## src/rtl/mat_vect_mult_stream_if.sv

```systemverilog
// mat_vect_mult_stream_if: column-in / row-out streaming bus of the matrix-vector multiplier
interface mat_vect_mult_stream_if #(
    parameter int M   = 3,
    parameter int N   = 3,
    parameter int DW  = 8,
    parameter int RW  = 2 * DW + $clog2(N),
    parameter int RIW = (M > 1) ? $clog2(M) : 1
);
    logic           in_valid;
    logic           in_ready;
    logic [DW-1:0]  a_col [0:M-1];
    logic [DW-1:0]  b_elem;
    logic           out_valid;
    logic           out_ready;
    logic [RW-1:0]  result;
    logic [RIW-1:0] result_row;
    logic           out_last;

    modport master (
        output in_valid, a_col, b_elem, out_ready,
        input  in_ready, out_valid, result, result_row, out_last
    );

    modport slave (
        input  in_valid, a_col, b_elem, out_ready,
        output in_ready, out_valid, result, result_row, out_last
    );
endinterface

```

## src/rtl/mat_vect_mult_stream.sv

```systemverilog
// mat_vect_mult_stream: y = A*b, one column of A per input beat, one row of y per output beat, double buffered
module mat_vect_mult_stream #(
    parameter int M      = 3,
    parameter int N      = 3,
    parameter int DW     = 8,
    parameter bit SIGNED = 1'b0
) (
    input logic clk,
    input logic rst,
    input logic clr,
    mat_vect_mult_stream_if.slave io
);
    localparam int RW  = 2 * DW + $clog2(N);
    localparam int RIW = (M > 1) ? $clog2(M) : 1;
    localparam int KW  = (N > 1) ? $clog2(N) : 1;
    localparam logic [KW-1:0]  K_LAST = KW'(N - 1);
    localparam logic [RIW-1:0] R_LAST = RIW'(M - 1);

    logic [RW-1:0]  acc_q [M];
    logic [RW-1:0]  acc_d [M];
    logic [RW-1:0]  bank_q [M];
    logic [RW-1:0]  bank_d [M];
    logic [RW-1:0]  sum [M];
    logic [KW-1:0]  k_q, k_d;
    logic [RIW-1:0] r_q, r_d;
    logic           acc_full_q, acc_full_d;
    logic           bank_valid_q, bank_valid_d;
    logic           in_fire, out_fire, last_out, bank_free;

    // Operands widened to the full result width; the product modulo 2^RW is then exact because it always fits
    function automatic logic [RW-1:0] ext(input logic [DW-1:0] v);
        return SIGNED ? {{(RW - DW){v[DW-1]}}, v} : {{(RW - DW){1'b0}}, v};
    endfunction

    assign io.in_ready   = !acc_full_q && !clr;
    assign in_fire       = io.in_valid && io.in_ready;
    assign out_fire      = bank_valid_q && io.out_ready;
    assign last_out      = out_fire && (r_q == R_LAST);
    assign bank_free     = !bank_valid_q || last_out;
    assign io.out_valid  = bank_valid_q;
    assign io.result     = bank_q[r_q];
    assign io.result_row = r_q;
    assign io.out_last   = bank_valid_q && (r_q == R_LAST);

    // Accumulator plus this beat's column products
    always_comb begin
        for (int i = 0; i < M; i++) sum[i] = acc_q[i] + ext(io.a_col[i]) * ext(io.b_elem);
    end

    // Next state: output row walk, then clr / held-sum drain / beat accumulation in priority order
    always_comb begin
        acc_d        = acc_q;
        k_d          = k_q;
        acc_full_d   = acc_full_q;
        bank_d       = bank_q;
        bank_valid_d = bank_valid_q;
        r_d          = r_q;
        if (out_fire) begin
            r_d          = last_out ? '0 : r_q + 1'b1;
            bank_valid_d = !last_out;
        end
        if (clr) begin
            acc_d      = '{default: '0};
            k_d        = '0;
            acc_full_d = 1'b0;
        end else if (acc_full_q) begin
            if (bank_free) begin
                bank_d       = acc_q;
                bank_valid_d = 1'b1;
                acc_d        = '{default: '0};
                acc_full_d   = 1'b0;
            end
        end else if (in_fire) begin
            k_d   = (k_q == K_LAST) ? '0 : k_q + 1'b1;
            acc_d = sum;
            if (k_q == K_LAST) begin
                if (bank_free) begin
                    bank_d       = sum;
                    bank_valid_d = 1'b1;
                    acc_d        = '{default: '0};
                end else begin
                    acc_full_d = 1'b1;
                end
            end
        end
    end

    // State registers, cleared asynchronously
    always_ff @(posedge clk or negedge rst) begin
        if (!rst) begin
            acc_q        <= '{default: '0};
            bank_q       <= '{default: '0};
            k_q          <= '0;
            r_q          <= '0;
            acc_full_q   <= 1'b0;
            bank_valid_q <= 1'b0;
        end else begin
            acc_q        <= acc_d;
            bank_q       <= bank_d;
            k_q          <= k_d;
            r_q          <= r_d;
            acc_full_q   <= acc_full_d;
            bank_valid_q <= bank_valid_d;
        end
    end
endmodule

```

## src/flat_wrapper.sv

```systemverilog
// flat-port wrapper written by rule: the top's interface ports become plain ports
module mat_vect_mult_stream_flat 
#(
    parameter int M      = 3,
    parameter int N      = 3,
    parameter int DW     = 8,
    parameter bit SIGNED = 1'b0
)
  (clk, rst, clr, io_in_valid, io_a_col, io_b_elem, io_out_ready, io_in_ready, io_out_valid, io_result, io_result_row, io_out_last);
  mat_vect_mult_stream_if #(.M(M), .N(N), .DW(DW)) io_i ();
  input logic clk;
  input logic rst;
  input logic clr;
  input wire logic [$bits(io_i.in_valid)-1:0] io_in_valid;
  input wire logic [$bits(io_i.a_col)-1:0] io_a_col;
  input wire logic [$bits(io_i.b_elem)-1:0] io_b_elem;
  input wire logic [$bits(io_i.out_ready)-1:0] io_out_ready;
  output wire logic [$bits(io_i.in_ready)-1:0] io_in_ready;
  output wire logic [$bits(io_i.out_valid)-1:0] io_out_valid;
  output wire logic [$bits(io_i.result)-1:0] io_result;
  output wire logic [$bits(io_i.result_row)-1:0] io_result_row;
  output wire logic [$bits(io_i.out_last)-1:0] io_out_last;
  assign io_i.in_valid = io_in_valid;
  assign io_i.a_col = {>>{io_a_col}};
  assign io_i.b_elem = io_b_elem;
  assign io_i.out_ready = io_out_ready;
  assign io_in_ready = io_i.in_ready;
  assign io_out_valid = io_i.out_valid;
  assign io_result = io_i.result;
  assign io_result_row = io_i.result_row;
  assign io_out_last = io_i.out_last;
  mat_vect_mult_stream #(.M(M), .N(N), .DW(DW), .SIGNED(SIGNED)) u_core (.clk(clk), .rst(rst), .clr(clr), .io(io_i));
endmodule
```

## config.mk

```make
export PLATFORM = sky130hd
export DESIGN_NAME = mat_vect_mult_stream_flat
export DESIGN_NICKNAME = d
export VERILOG_FILES = /design/src/rtl/mat_vect_mult_stream_if.sv /design/src/rtl/mat_vect_mult_stream.sv /design/src/flat_wrapper.sv
export SDC_FILE = /design/constraint.sdc
export NUM_CORES = 1
export LEC_CHECK = 0
export CAP_MARGIN = 10
export CORE_UTILIZATION = 25
export DETAILED_ROUTE_END_ITERATION = 12
export PLACE_DENSITY = 0.52
export REMOVE_ABC_BUFFERS = 1
export SLEW_MARGIN = 20
export SYNTH_ARGS = -nofsm -noshare
export SYNTH_HDL_FRONTEND = slang
export SYNTH_SLANG_ARGS = --single-unit
```

## constraint.sdc

```tcl
create_clock -name clk -period 10.4 [get_ports clk]
set_input_delay 1.04 -clock clk [delete_from_list [all_inputs] [get_ports clk]]
set_output_delay 1.04 -clock clk [all_outputs]
set_load 0.02 [all_outputs]
```

# After elaboration in Yosys (flattened, before gate mapping)
# Cells that the tools add are included.
# word_totals
memories	0
reg_bits	114
out_inout_bits	23
rom_bits	0
latch_bits	0
ram_bits	0
in_bits	37
word_cells	74
# classes
n_addsub	5
n_shift	0
n_mux	30
div_mod_pow	0
eq_ne	6
reduce_logical	17
order_cmp	1
n_bitwise	2
multipliers	3
# ops
cell	n
54-bit 2-to-1 mux	11
18-bit by 16-bit adder with 18-bit output	3
8-bit by 8-bit multiplier with 16-bit output	3
18-bit binary-select mux with 2-bit select	1
18-bit 2-to-1 mux	2
1-bit 2-to-1 mux	11
2-bit 2-to-1 mux	5
2-bit != test, second input constant	3
2-bit nonzero test	3
1-bit logical AND	5
5-bit AND reduction	1
2-bit by 1-bit adder with 2-bit output, second input constant	2
2-bit == test, second input constant	2
1-bit logical NOT	4
2-bit AND reduction	2
3-bit >= comparator, second input constant	1
3-bit != test, second input constant	1
2-bit NOT with 3-bit output	1
3-bit nonzero test	1
1-bit logical OR	1
1-bit NOT	1

# Longest topological paths before layout
# depth
word_depth	9
ltp_mapped	18

# Least setup slack after synthesis
# No wires, ideal clock.
# synth_timing
kind	input port to flip-flop
start	input io_b_elem[0]
end	register u_core.acc_q[35] in the netlist's numbering
path_stages	18
path_buffers	2
t_required_ns	10.282
t_arrival_ns	5.274
slack_ns	5.008
setup_time_ns	0.118
path_cell_list	clkbuf_1 -> nand2_1 -> fa_1 -> inv_1 -> fa_1 -> inv_1 -> fa_1 -> fa_1 -> inv_1 -> ha_1 -> buf_2 -> a211oi_1 -> a21oi_1 -> o31ai_2 -> mux2_2 -> o21ai_0 -> o32ai_1 -> a21o_1
# synth_via
elab_chain_len	7
# synth_rtl
item	line	rtl
start: declaration	flat_wrapper.sv:16	input wire logic [$bits(io_i.b_elem)-1:0] io_b_elem;
8-bit by 8-bit multiplier with 16-bit output *	mat_vect_mult_stream.sv:47	for (int i = 0; i < M; i++) sum[i] = acc_q[i] + ext(io.a_col[i]) * ext(io.b_elem);
18-bit by 16-bit adder with 18-bit output *	mat_vect_mult_stream.sv:47	
54-bit 2-to-1 mux	mat_vect_mult_stream.sv:77	if (bank_free) begin
54-bit 2-to-1 mux *	mat_vect_mult_stream.sv:76	if (k_q == K_LAST) begin
54-bit 2-to-1 mux *	mat_vect_mult_stream.sv:73	end else if (in_fire) begin
54-bit 2-to-1 mux *	mat_vect_mult_stream.sv:66	end else if (acc_full_q) begin
54-bit 2-to-1 mux *	mat_vect_mult_stream.sv:62	if (clr) begin
end signal: assignment	mat_vect_mult_stream.sv:91	acc_q <= '{default: '0};
end signal: assignment	mat_vect_mult_stream.sv:98	acc_q <= acc_d;
end: declaration	mat_vect_mult_stream.sv:19	logic [RW-1:0] acc_q [M];
# Mark *: on every way between the ends. The rest lies on a longest branch, timed or not. The select of a mux whose other input is x is not followed.
# A chain may end at the register's enable or synchronous reset.

# Worst setup path in the final report
# layout_timing
start	input io_b_elem[3]
end	register u_core.bank_q[35] in the netlist's numbering
# layout_via
elab_chain_len	6
# layout_rtl
item	line	rtl
8-bit by 8-bit multiplier with 16-bit output	mat_vect_mult_stream.sv:47	
18-bit by 16-bit adder with 18-bit output	mat_vect_mult_stream.sv:47	
54-bit 2-to-1 mux	mat_vect_mult_stream.sv:77	
54-bit 2-to-1 mux	mat_vect_mult_stream.sv:76	
54-bit 2-to-1 mux	mat_vect_mult_stream.sv:73	
54-bit 2-to-1 mux	mat_vect_mult_stream.sv:66	
end signal: assignment	mat_vect_mult_stream.sv:99	bank_q <= bank_d;
end: declaration	mat_vect_mult_stream.sv:21	logic [RW-1:0] bank_q [M];
# Every way passes these cells. The select of a mux whose other input is x is not followed.

==> results summary <==
The flow ran to the end, and the final reports show no timing, DRC or antenna violations. The floorplan die height came out at 230 um. The final number of setup-violating endpoints came out at 0. For this run, the leading register cell type out of synthesis is sky130_fd_sc_hd__dfrtp_1. The worst hold slack after final layout came out at 0.474 ns. The total I/O pin count is 60.

The mean area per synthesized cell came out at 8.70 sq um. Dividing total power by cell area gives a power density of 282 mW/mm^2. The number of hold violations in the final report was 0.

The final critical path takes up 62.1% of the cycle. The maximum fanout count along the critical path came out at 24. Among the stages of the critical path, the cell type that occurs most often is sky130_fd_sc_hd__fa_1. The total of max-cap violations is 0. The relative max-transition margin came out at 23.5%. The data required time at the worst endpoint is 10.64 ns.

The signed area change from the synthesized netlist to the final layout came out at 14.3%. The final core utilization came out at 29.0%. The DRC violation count after routing is 0.

The final wirelength came out at 36,400 um. The full die area came out at 0.0531 sq mm. The signal on the critical path passes through clkdlybuf4s50_1, nand2_1, fa_1, fa_1, inv_1, fa_1, inv_1, fa_1, inv_1, ha_1, o21ai_0, a21oi_1, o31ai_2, mux2_2, o21bai_1, or2_0, a31oi_1. For this run, the slowest stage of the critical path takes 1.21 ns. The share of post-route cells with drive strength above 1 came out at 4.14%. The CTS sink count came out at 114. The number of nets at the end of the flow came out at 1,840. The static leakage came out at 0.00742 uW. The initial utilization of the core area, before any placement, comes to 25.4%. The post-route standard cell area excluding fillers came out at 0.0149 sq mm. The post-synthesis instance area came out at 0.0131 sq mm.

The synthesized design contains 0 enable-type register cells. The cell type contributing the most total cell area after synthesis is sky130_fd_sc_hd__fa_1. The maximum number of pins on one net before global-route repair is 63. The fill cell total of the finished layout came out at 5,526. The worst register-to-register path begins at u_core.acc_q[25]$_DFFE_PN0P_. The slew at the pin with the worst max-slew slack came out at 1.15 ns.

The critical path data arrival time came out at 6.70 ns. The flip-flop and latch count after synthesis came out at 114. The number of placement rows came out at 83. In the synthesized netlist the async set-or-reset flop fraction comes to 100%.

Synthesis produced a netlist whose cell count is 1,501. The number of iterations in the first detailed-routing pass came out at 5. The first global-routing pass estimated 59,300 um of wire. For this run, the number of Yosys warnings is 0. After floorplanning, the core was sized to cover 0.0514 sq mm. The sequential cell area is 0.00286 sq mm.

TritonCTS built the clock tree. The clock buffer count from CTS is 17. The number of H-tree levels came out at 4. The area share of the largest cell type after synthesis is 23.0%.

Summing over every cut layer, the via total after detailed routing is 10,100. The worst hold path begins at u_core.bank_q[31]$_DFFE_PN0P_. The clock-pin transition on the worst setup and hold timing paths came out at 0.06 ns. The combined area of the multi-input logic cells came out at 0.00890 sq mm.

The starting DRC count in detailed routing came out at 550. Synthesis instantiated 56 different standard cells from the library. The later-pin clock latency in the skew report came out at 0.43 ns. The shortest period the worst path allows is 6.46 ns. Setup repair after global routing left no endpoint under its margin. The startpoint of the worst setup timing path is io_b_elem[3]. The vias per cell came out at 4.53.

The buffer depth of the longest clock path came out at 2. The number of placed instances with taps included is 2,194. CTS placed an instance of sky130_fd_sc_hd__clkbuf_16 at the clock tree root. The max-slew violation count is 0. The placed cell area came out at 0.0144 sq mm. The number of antenna violations at the first check in global routing is 0. The routed wire length per instance came out at 16.4 um. The die width came out at 230 um. The worst IR drop on VDD came out at 0.155 mV. In this run, post-CTS repair resized a total of 0 instances. By area the synthesized netlist is led by sky130_fd_sc_hd__fa_1 (23%), sky130_fd_sc_hd__dfrtp_1 (22%), sky130_fd_sc_hd__ha_1 (12%), sky130_fd_sc_hd__inv_1 (8.4%), sky130_fd_sc_hd__nand2_1 (6.1%). The sequential area share after synthesis is 21.9%. The post-CTS setup-driven buffer insertion count came out at 0.

The worst setup path is captured at a register. The aggregate global routing overflow is 0. The number of nets with antenna violations after detailed routing came out at 0. The number of standard cells in the layout, taps in and fillers out is 2,227. The last weighted congestion value of the routability-driven placer is 0.847. Derived from the worst setup path, the maximum achievable clock frequency is 155 MHz. Summed over all nets, the half-perimeter wirelength after detailed placement is 27,600 um. The count of port buffers added during placement is 59.

The worst setup path is launched from a primary input. The number of global-route vias before repair came out at 10,500. Clock skew on the completed layout was measured at 0.0103 ns.

The overall fraction of global-route tracks in use came out at 14.4%. The total negative setup slack came out at 0 ns. The largest individual stage delay along the critical path comes from the cell sky130_fd_sc_hd__clkdlybuf4s50_1.

The number of hold-repair buffers added at the cts stage is 0. The path class of the tightest hold or removal check is register to register. The worst setup path is of the primary input to register kind.
-- power by group --
part           total (uW)  internal [uW]  leakage [uW]  switching, uW
registers             676            586       0.00152           90.7
clock network         548            309      0.000258            238
logic                2980           1160       0.00564           1820
total                4200           2050       0.00742           2150
-- area by class of cell --
type	count	share of cell area, %
sequential	114	19.2
clock buffer	17	2.85
multi-input combinational	1037	59.7
clock inverter	15	0.822
inverter	292	7.35
timing repair buffer	71	4.45
tap	680	5.71
antenna	1	0.0168
-- Yosys cell counts, drive strengths merged, types with 4 or more instances --
library cell  count
a22o             16
clkbuf           50
buf               8
o31ai             5
o21a              5
fa              150
xnor2            12
a21o             18
nand2           211
xor2             22
o21ai           120
a31oi             7
nor2b            24
a211oi           10
ha              120
nand3            10
nor2             31
o21bai            4
inv             292
and2            109
mux2i            36
nand2b            5
and3              5
a21oi            56
or4               5
nor3             10
o211ai            4
dfrtp           114
o22ai             7
-- state kept, by name (all words and copies together), names as in the netlist --
signal	cells
u_core.acc_q	54
u_core.bank_q	54
u_core.io.result_row	2
u_core.io.out_valid	1
u_core.acc_full_q	1
u_core.k_q	2
-- logic make-up (layout without fill, tap and decap cells) --
| group | after synthesis | after routing | share of synthesized area [%] |
|---|---|---|---|
| simple gates | 429 | 429 | 16.0 |
| buf+inv | 350 | 395 | 10.1 |
| fa+ha+maj | 270 | 270 | 34.5 |
| compound gates | 265 | 265 | 12.2 |
| flops | 114 | 114 | 21.9 |
| mux | 39 | 39 | 3.02 |
| xor+xnor | 34 | 34 | 2.28 |
| other cells | 0 | 1 | 0 |
-- per-layer routing --
metal,vias up,global-route usage [%],wire (um)
met2,186,23.3,16900
met5,-,0,0
met4,0,3.08,442
met1,5060,20.3,17700
li1,4817,-,-
met3,35,1.93,1300
-- worst max-delay path: cells and delay by family --
family / cells / cell delay, ns
adder cells (fa/ha/maj): 5 / 2.39
AND/OR/NAND/NOR: 2 / 0.36
multiplexers: 1 / 0.40
AO/OA/AOI/OAI: 5 / 1.14
buffers and inverters: 4 / 1.38
-- final timing paths --
check                                                     end  slack, ns  cells past startpoint
worst max register to register  u_core.bank_q[35]$_DFFE_PN0P_       5.58                     16
worst min register to register  u_core.bank_q[31]$_DFFE_PN0P_       0.47                      2
max in group asynchronous         u_core.acc_full_q$_DFF_PN0_       8.30                      2
worst min-delay path            u_core.bank_q[31]$_DFFE_PN0P_       0.47                      2
worst max-delay path            u_core.bank_q[35]$_DFFE_PN0P_       3.94                     17
min in group asynchronous        u_core.acc_q[16]$_DFFE_PN0P_       0.74                      1
-- stage by stage --
| stage | setup WS, ns | total power [uW] |
|---|---|---|
| 6_report | 3.94 | 4200 |
| 5_1_grt | 3.66 | 4680 |
| 4_1_cts | 3.91 | 4250 |
| 3_5_place_dp | 3.46 | 3660 |
| 3_3_place_gp | 3.70 | 3630 |
| 2_1_floorplan | 5.31 | 2780 |
-- cells in the final DEF, fill, tap and decap left out, types with 4 or more instances in the layout --
cell type                         synthesis  routed
sky130_fd_sc_hd__nor2b_1                 24      24
sky130_fd_sc_hd__a21oi_1                 56      55
sky130_fd_sc_hd__inv_6                    0       7
sky130_fd_sc_hd__nand2b_1                 5       4
sky130_fd_sc_hd__ha_1                   120     120
sky130_fd_sc_hd__nor3_1                  10      10
sky130_fd_sc_hd__a211oi_1                10      10
sky130_fd_sc_hd__xor2_1                  22      22
sky130_fd_sc_hd__nand3_1                 10      10
sky130_fd_sc_hd__dfrtp_1                114     113
sky130_fd_sc_hd__o21a_1                   5       5
sky130_fd_sc_hd__o22ai_1                  7       7
sky130_fd_sc_hd__and3_1                   5       5
sky130_fd_sc_hd__nor2_1                  31      30
sky130_fd_sc_hd__fa_1                   150     150
sky130_fd_sc_hd__or4_1                    4       4
sky130_fd_sc_hd__xnor2_1                 12      12
sky130_fd_sc_hd__a21o_1                  18      18
sky130_fd_sc_hd__buf_4                    0      13
sky130_fd_sc_hd__clkbuf_16                0      17
sky130_fd_sc_hd__o21bai_1                 4       4
sky130_fd_sc_hd__o21ai_0                119     119
sky130_fd_sc_hd__nand2_1                211     211
sky130_fd_sc_hd__a22o_1                  16      16
sky130_fd_sc_hd__inv_1                  292     292
sky130_fd_sc_hd__clkinvlp_4               0       4
sky130_fd_sc_hd__mux2i_1                 36      36
sky130_fd_sc_hd__o31ai_1                  4       4
sky130_fd_sc_hd__and2_1                 109     109
sky130_fd_sc_hd__a31oi_1                  6       6
sky130_fd_sc_hd__clkdlybuf4s50_1          0      55
Power figures use the tool's default switching activity.
